**src/rtl/fetch_pkg.sv**
```systemverilog
// Shared defaults for the instruction-fetch slice: widths, reset PC and the
// layout of a prefetch buffer entry.
package fetch_pkg;

    localparam int          FETCH_DATA_W   = 8;
    localparam int          FETCH_ADDR_W   = 8;
    localparam int unsigned FETCH_RESET_PC = 0;
    localparam int          FETCH_ENTRY_W  = FETCH_ADDR_W + FETCH_DATA_W;

    // Buffer entry: PC in the upper bits, instruction word in the lower bits.
    typedef struct packed {
        logic [FETCH_ADDR_W-1:0] pc;
        logic [FETCH_DATA_W-1:0] inst;
    } fetch_entry_t;

endpackage

```
**src/rtl/fetch_fifo.sv**
```systemverilog
// Synchronous FIFO with a single-cycle flush, used as the fetch prefetch buffer.
module fetch_fifo
    import fetch_pkg::*;
#(
    parameter int WIDTH = FETCH_ENTRY_W,
    parameter int DEPTH = 4,
    localparam int AW   = $clog2(DEPTH),
    localparam int CW   = AW + 1
) (
    input  logic             clk,
    input  logic             arst,
    input  logic             flush,
    input  logic             push,
    input  logic [WIDTH-1:0] push_data,
    input  logic             pop,
    output logic [WIDTH-1:0] head,
    output logic [CW-1:0]    count,
    output logic             full,
    output logic             empty
);

    logic [DEPTH-1:0][WIDTH-1:0] mem;
    logic [AW-1:0]               wr_ptr;
    logic [AW-1:0]               rd_ptr;
    logic                        do_push;
    logic                        do_pop;

    assign full    = (count == CW'(DEPTH));
    assign empty   = (count == '0);
    assign do_push = push && !full;
    assign do_pop  = pop && !empty;
    assign head    = mem[rd_ptr];

    // Reset and flush take priority over any same-cycle push or pop.
    always_ff @(posedge clk) begin
        if (arst || flush) begin
            wr_ptr <= '0;
            rd_ptr <= '0;
            count  <= '0;
        end else begin
            if (do_push) wr_ptr <= wr_ptr + 1'b1;
            if (do_pop)  rd_ptr <= rd_ptr + 1'b1;
            count <= count + CW'(do_push) - CW'(do_pop);
        end
    end

    always_ff @(posedge clk) begin
        if (do_push) mem[wr_ptr] <= push_data;
    end

endmodule

```
**src/rtl/fetch_prefetch_queue.sv**
```systemverilog
// Instruction-fetch stage: issues ROM reads against buffer credit, tags each
// returned word with its PC and presents it to decode over valid/ready.
module fetch_prefetch_queue
    import fetch_pkg::*;
#(
    parameter int          DATA_W   = FETCH_DATA_W,
    parameter int          ADDR_W   = FETCH_ADDR_W,
    parameter int          DEPTH    = 4,
    parameter int unsigned RESET_PC = FETCH_RESET_PC,
    localparam int         CNT_W    = $clog2(DEPTH) + 1,
    localparam int         ENTRY_W  = ADDR_W + DATA_W
) (
    input  logic              clk,
    input  logic              arst,
    output logic              rom_en,
    output logic [ADDR_W-1:0] rom_addr,
    input  logic [DATA_W-1:0] rom_data,
    output logic              out_valid,
    input  logic              out_ready,
    output logic [DATA_W-1:0] out_inst,
    output logic [ADDR_W-1:0] out_pc,
    input  logic              redirect_valid,
    input  logic [ADDR_W-1:0] redirect_pc,
    output logic [CNT_W-1:0]  occupancy
);

    logic [ADDR_W-1:0]  fetch_pc;
    logic [ADDR_W-1:0]  inflight_pc;
    logic               inflight;
    logic [CNT_W:0]     credit_used;
    logic               push;
    logic               pop;
    logic [ENTRY_W-1:0] head;
    logic [CNT_W-1:0]   count;
    logic               full;
    logic               empty;

    // A read is only issued when a slot is guaranteed for its response, so
    // the push a cycle later never meets a full buffer.
    assign credit_used = {1'b0, count} + {{CNT_W{1'b0}}, inflight};
    assign rom_en      = !arst && !redirect_valid && !full
                         && (credit_used < (CNT_W+1)'(DEPTH));
    assign rom_addr    = fetch_pc;

    // A redirect kills the response arriving in its own cycle.
    assign push = inflight && !redirect_valid;
    assign pop  = out_valid && out_ready;

    always_ff @(posedge clk) begin
        if (arst) begin
            fetch_pc    <= ADDR_W'(RESET_PC);
            inflight    <= 1'b0;
            inflight_pc <= '0;
        end else begin
            inflight <= rom_en;
            if (rom_en) begin
                inflight_pc <= fetch_pc;
                fetch_pc    <= fetch_pc + 1'b1;
            end
            if (redirect_valid) fetch_pc <= redirect_pc;
        end
    end

    fetch_fifo #(
        .WIDTH (ENTRY_W),
        .DEPTH (DEPTH)
    ) u_fifo (
        .clk       (clk),
        .arst      (arst),
        .flush     (redirect_valid),
        .push      (push),
        .push_data ({inflight_pc, rom_data}),
        .pop       (pop),
        .head      (head),
        .count     (count),
        .full      (full),
        .empty     (empty)
    );

    assign out_valid = !empty;
    assign out_pc    = empty ? '0 : head[ENTRY_W-1:DATA_W];
    assign out_inst  = empty ? '0 : head[DATA_W-1:0];
    assign occupancy = count;

endmodule

```
**config.mk**
```make
export PLATFORM = sky130hd
export DESIGN_NAME = fetch_prefetch_queue
export DESIGN_NICKNAME = d
export VERILOG_FILES = /design/src/rtl/fetch_pkg.sv /design/src/rtl/fetch_fifo.sv /design/src/rtl/fetch_prefetch_queue.sv
export SDC_FILE = /design/constraint.sdc
export NUM_CORES = 1
export LEC_CHECK = 0
export CAP_MARGIN = 20
export CORE_ASPECT_RATIO = 0.7
export CORE_MARGIN = 10
export CORE_UTILIZATION = 60
export CTS_CLUSTER_DIAMETER = 60
export DETAILED_ROUTE_END_ITERATION = 8
export DONT_BUFFER_PORTS = 1
export PLACE_DENSITY = 0.75
export SYNTH_ARGS = -nofsm -noshare
export SYNTH_HDL_FRONTEND = slang
export SYNTH_SLANG_ARGS = --single-unit
```
**constraint.sdc**
```tcl
create_clock -name clk -period 2.5 [get_ports clk]
set_input_delay 0.625 -clock clk [delete_from_list [all_inputs] [get_ports clk]]
set_output_delay 0.625 -clock clk [all_outputs]
set_load 0.01 [all_outputs]
```
After elaboration in Yosys (flattened, before gate mapping) --
Cells that the tools add are included.
Word-level totals: bits in registers 88, latch bits 0, memory bits (read-only) 0, memory bits (writable) 0, word-level logic and storage cells 45, output and inout bits 29, memories kept 0
Cells by class: reduce and logical (&&, ||, !) cells 15, bitwise operators 0, $mul 0, shift-type cells 0, equality and inequality tests 1, add/subtract/negate cells 6, div/mod/pow operators 0, order comparisons 4, mux-type cells 9
Operators by type and width (count):
- bitwise mux 64 bit | 1
- binary-select mux 16 bit (select 2 bit) | 1
- demux 16 bit (select 2 bit) | 1
- 2-to-1 mux 16 bit | 2
- 2-to-1 mux 8 bit | 4
- adder 8 x 1 -> 8 bit, second input constant | 1
- logical AND 1 bit | 8
- < comparator 2 x 3 -> 1 bit, second input constant | 2
- adder 2 x 1 -> 2 bit, second input constant | 2
- adder 3 x 1 -> 4 bit | 1
- zero test 1 bit | 4
- < comparator 4 x 3 -> 1 bit, second input constant | 1
- adder 3 x 1 -> 3 bit | 1
- equality test 3 bit, second input constant | 1
- zero test 3 bit | 1
- subtractor 3 x 1 -> 3 bit | 1
- >= comparator 2 x 1 -> 1 bit, second input constant | 1
- nonzero test 2 bit | 1
- logical OR 1 bit | 1

Longest topological paths before layout --
depth after elaboration 6, depth in mapped cells 10, depth with buffers taken out 9

Modules after synthesis --
A second synthesis with hierarchy kept.
Unflattened totals: cell total of the unflattened synthesis 247, area, all modules 3671.0 sq um
By module, submodules not included:
- fetch_fifo | times used 1, cells an instance 130, area each 2776.4 sq um
- fetch_prefetch_queue | times used 1, cells an instance 117, area each 894.6 sq um

Worst setup path after synthesis --
No wires, ideal clock.
path type register to register, from register u_fifo.count[2], to register u_fifo.count[2], required time 2372 ps, cell stages (with the launch flop) 11, library setup time 128 ps, clock period less this slack 2247 ps, arrival 2120 ps, setup slack 253 ps, cell sequence dfxtp_1 > or3_1 > clkbuf_1 > and2_1 > ha_1 > inv_1 > ha_1 > inv_1 > fa_1 > xnor2_1 > nor2_1
On the way: cells in the longest elaborated chain, start to end 5
Ends and longest elaborated chain:
- start: declaration | RTL line fetch_fifo.sv:17 | output logic [CW-1:0] count,
- start signal: assignment | RTL line fetch_fifo.sv:43 | count <= count + CW'(do_push) - CW'(do_pop);
- zero test 3 bit (*) | RTL line fetch_fifo.sv:29 | assign empty = (count == '0);
- zero test 1 bit (*) | RTL line fetch_fifo.sv:31, fetch_prefetch_queue.sv:80
- logical AND 1 bit | RTL line fetch_prefetch_queue.sv:47 | assign pop = out_valid && out_ready;
- logical AND 1 bit (*) | RTL line fetch_fifo.sv:31 | assign do_pop = pop && !empty;
- net u_fifo.do_pop | RTL line fetch_fifo.sv:26 | logic do_pop;
- subtractor 3 x 1 -> 3 bit (*) | RTL line fetch_fifo.sv:43
The timed path passes the listed nets; every way through them passes the cells marked *. A chain may end at the register's enable or synchronous reset.

Worst setup path after layout --
from register u_fifo.count[1], to output rom_en
On the way: cells in the longest elaborated chain, start to end 4
Ends and longest elaborated chain:
- branches (longest 3 deep; another with adder 3 x 1 -> 4 bit)
- logical AND 1 bit (*) | RTL line fetch_prefetch_queue.sv:42 | && (credit_used < (CNT_W+1)'(DEPTH));
- end: declaration | RTL line fetch_prefetch_queue.sv:15 | output logic rom_en,
Mark *: on every way between the ends.

==> flow_summary.toml <==
[run_status]
status = "complete, no violations"

[setup_path]
worst-path-max-fanout = 19
cp_slowest_cell = "dfxtp_1"
r2r_setup_slack_ps = 290
cpPeakStageDelay_ps = 420
endpoint_kind = "output port"
cp_top_family = "compound AO/OA/AOI/OAI gates"
crit_arrival_ps = 1760
r2r_cells = 9
timing.rr.start = "u_fifo.count[1]"
cp.required_ps = 1880
crit_type = "reg2out"
worst_setup_path_start_kind = "flip-flop"
crit_start = "u_fifo.count[1]"
crit_cells = 4
r2r-end = "u_fifo.count[2]"
critPathBufInv = 0
crit_end = "rom_en"
cp_cell_sequence = "ha_1 -> o211a_1 -> o22a_4 -> nor2_2"

[power]
clkPwrFrac_pct = 34.2
switchingPower_w = 0.000611
internal-power_w = 0.00213
combPwrFrac_pct = 5.9
p_leak_nw = 1.32
p_per_area_nw_per_um2 = 696
vdd_drop_max_v = 0.000386
switching_share_pct = 22.3
pwr-share-seq_pct = 59.8

[layout]
stdcell_area_sq_um = 3930
fill_cells = 415
nets = 284
seq_area_sq_um = 2400
finalNonFillerCells = 335
antennaDiodeCount = 0
multiInputGateArea_sq_um = 1140
area_growth_pct = 7.75
fin_util_pct = 67.6
final_cell_mix = "edfxtp_1 (64), dfxtp_1 (24), and2_1 (22)"
layout_commonest_cell = "edfxtp_1"
drive_above_1_share_pct = 15.8

[clock_tree]
clock_sinks = 88
clock_latency_ps = 350
root_buffer = "clkbuf_8"
cts_buffers = 9
clockBufferDepth = 2
cts_tree = "done"
cts_resized = 0
clk_pin_slew_ps = 80
cts_htree_levels = 3
cts_hold_buf = 0
postCtsSetupBuffers = 0

[floorplanning]
pin_count = 49
start_util_pct = 62.7
die_x_microns = 113
fp.dieH_microns = 85.2
num_rows = 23
core_area_sq_um = 5810
dieArea_sq_um = 9650

[synth]
syn_inst = 251
syn-cell-area_sq_um = 3650
synth_top_area_share_pct = 52.7
synth.largest_area_cell = "edfxtp_1"
yosysSeqAreaShare_pct = 65.9
synth_edf_count = 64
synth.area.top_cells = "edfxtp_1 (53%), dfxtp_1 (13%), mux4_2 (9.9%)"
post_synth.cell_area_avg_sq_um = 14.5
syn_nets = 280
postSynth.asyncResetShare_pct = 0
synth_cell_types = 39
synth_ff_type = "edfxtp_1"
ys_ff_latch = 88
yosys_warnings = 0

[sta]
max-slew-margin-rel_pct = 43.1
finalClockSkew_ps = 7.49
worstMarginPinSlew_ps = 853
max_freq_ghz = 0.419
tns_ps = 0
min_period_ps = 2380
finalSetupViolCount = 0
timing.final.crit_share_pct = 95.4
rsz0062_at_grt = "false"
drv_slew = 0
finalHoldViolations = 0

[route]
drt_pre_antenna_iters = 4
wl_mm = 6.62
wl_per_cell_microns = 19.8
drc = 0
num_vias = 2018
via_per_inst = 6.02
drt_iter0_markers = 70
antenna_left = 0

[run]
cap_violations = 0

[global_route]
grt_max_degree = 21
overflow = 0
grt_pass1_wl_mm = 10.9
grt_usage_pct = 14.5
antenna_found_initial = 0
first_global_vias = 2010

[placed_design]
gp_congestion = 0.758
io_buffers = 0
post-dp-hpwl_mm = 4.37
dpl_cell_area_sq_um = 3730
placed_cells = 319

[worst_hold_path]
hold_class = "in2reg"
synth_stat cells, types with 2 or more instances:
cell,count
edfxtp_1,64
dfxtp_1,24
and2_1,22
mux4_2,16
nor2_1,15
nand3_1,12
inv_1,11
o21ai_0,11
nand2_1,10
a21oi_1,9
ha_1,8
clkbuf_1,7
buf_2,4
xnor2_1,4
o22ai_1,3
o31ai_1,3
a311oi_1,2
buf_1,2
nand4_1,2
or3_1,2
or4_1,2
logic make-up (layout without fill, tap and decap cells):
| logic type | count (synthesis) | count (layout) | share of synthesized area, % |
|---|---|---|---|
| xor gates and xnor gates | 5 | 5 | 1.20 |
| DFF | 88 | 88 | 65.9 |
| muxes | 17 | 17 | 10.2 |
| AOI/OAI and AO/OA | 36 | 36 | 6.45 |
| adders and majority gates | 9 | 9 | 3.29 |
| and+or+nand+nor | 71 | 71 | 10.2 |
| buffers and inverters | 25 | 34 | 2.81 |
per-layer routing:
metal  global-route usage [%]  wire length (microns)
met2                     23.3                   3270
met5                        0                      0
met3                     6.54                    486
met4                     4.83                     83
met1                     16.8                   2780
worst reg2reg max path, stage by stage, from the launching register on:
cell and delay [ps]:
dfxtp_1 420, or3_1 360, and2_1 200, ha_1 280
inv_1 60, ha_1 130, inv_1 50, fa_1 380
xnor2_1 170, nor2_1 50
area by class of cell:
type	count	area share [%]
clock buffers	9	3.15
well taps	75	2.39
clock inverters	7	1.81
flip-flops and latches	88	61.1
repair buffers	7	1.34
multi-input cells	138	29.1
inverters	11	1.05
sequential cells by signal, summed over array words and instances, names as in the netlist:
register       cells
u_fifo.mem        64
u_fifo.count       3
inflight_pc        8
u_fifo.wr_ptr      2
u_fifo.rd_ptr      2
rom_addr           8
inflight           1
power groups by stage:
stage / clock network (W) / logic, W / registers, W
floorplan: 0 / 0.000134 / 0.00166
global placement: 0 / 0.000160 / 0.00167
detailed placement: 0 / 0.000165 / 0.00167
CTS: 0.000958 / 0.000166 / 0.00164
global route: 0.00103 / 0.000184 / 0.00164
finish: 0.000936 / 0.000163 / 0.00164
how the worst min path moves through the flow:
stage / cells after the start / slack, ps / end / from
global placement: 0 / 490 / u_fifo.mem[44] / inflight_pc[4]
floorplan: 0 / 450 / u_fifo.mem[10] / inflight_pc[2]
detailed placement: 0 / 490 / u_fifo.mem[12] / inflight_pc[4]
finish: 1 / 330 / inflight_pc[0] / arst
CTS: 1 / 310 / inflight_pc[1] / arst
global route: 1 / 300 / rom_addr[4] / arst
through the flow:
| step | hold slack (ps) | worst slack, ps | total power (W) |
|---|---|---|---|
| floorplan | 454 | 253 | 0.00179 |
| global placement | 490 | 373 | 0.00183 |
| detailed placement | 491 | 312 | 0.00184 |
| CTS | 312 | 35.5 | 0.00276 |
| global route | 303 | 37.6 | 0.00286 |
| finish | 334 | 115 | 0.00274 |
Power figures use the tool's default switching activity.
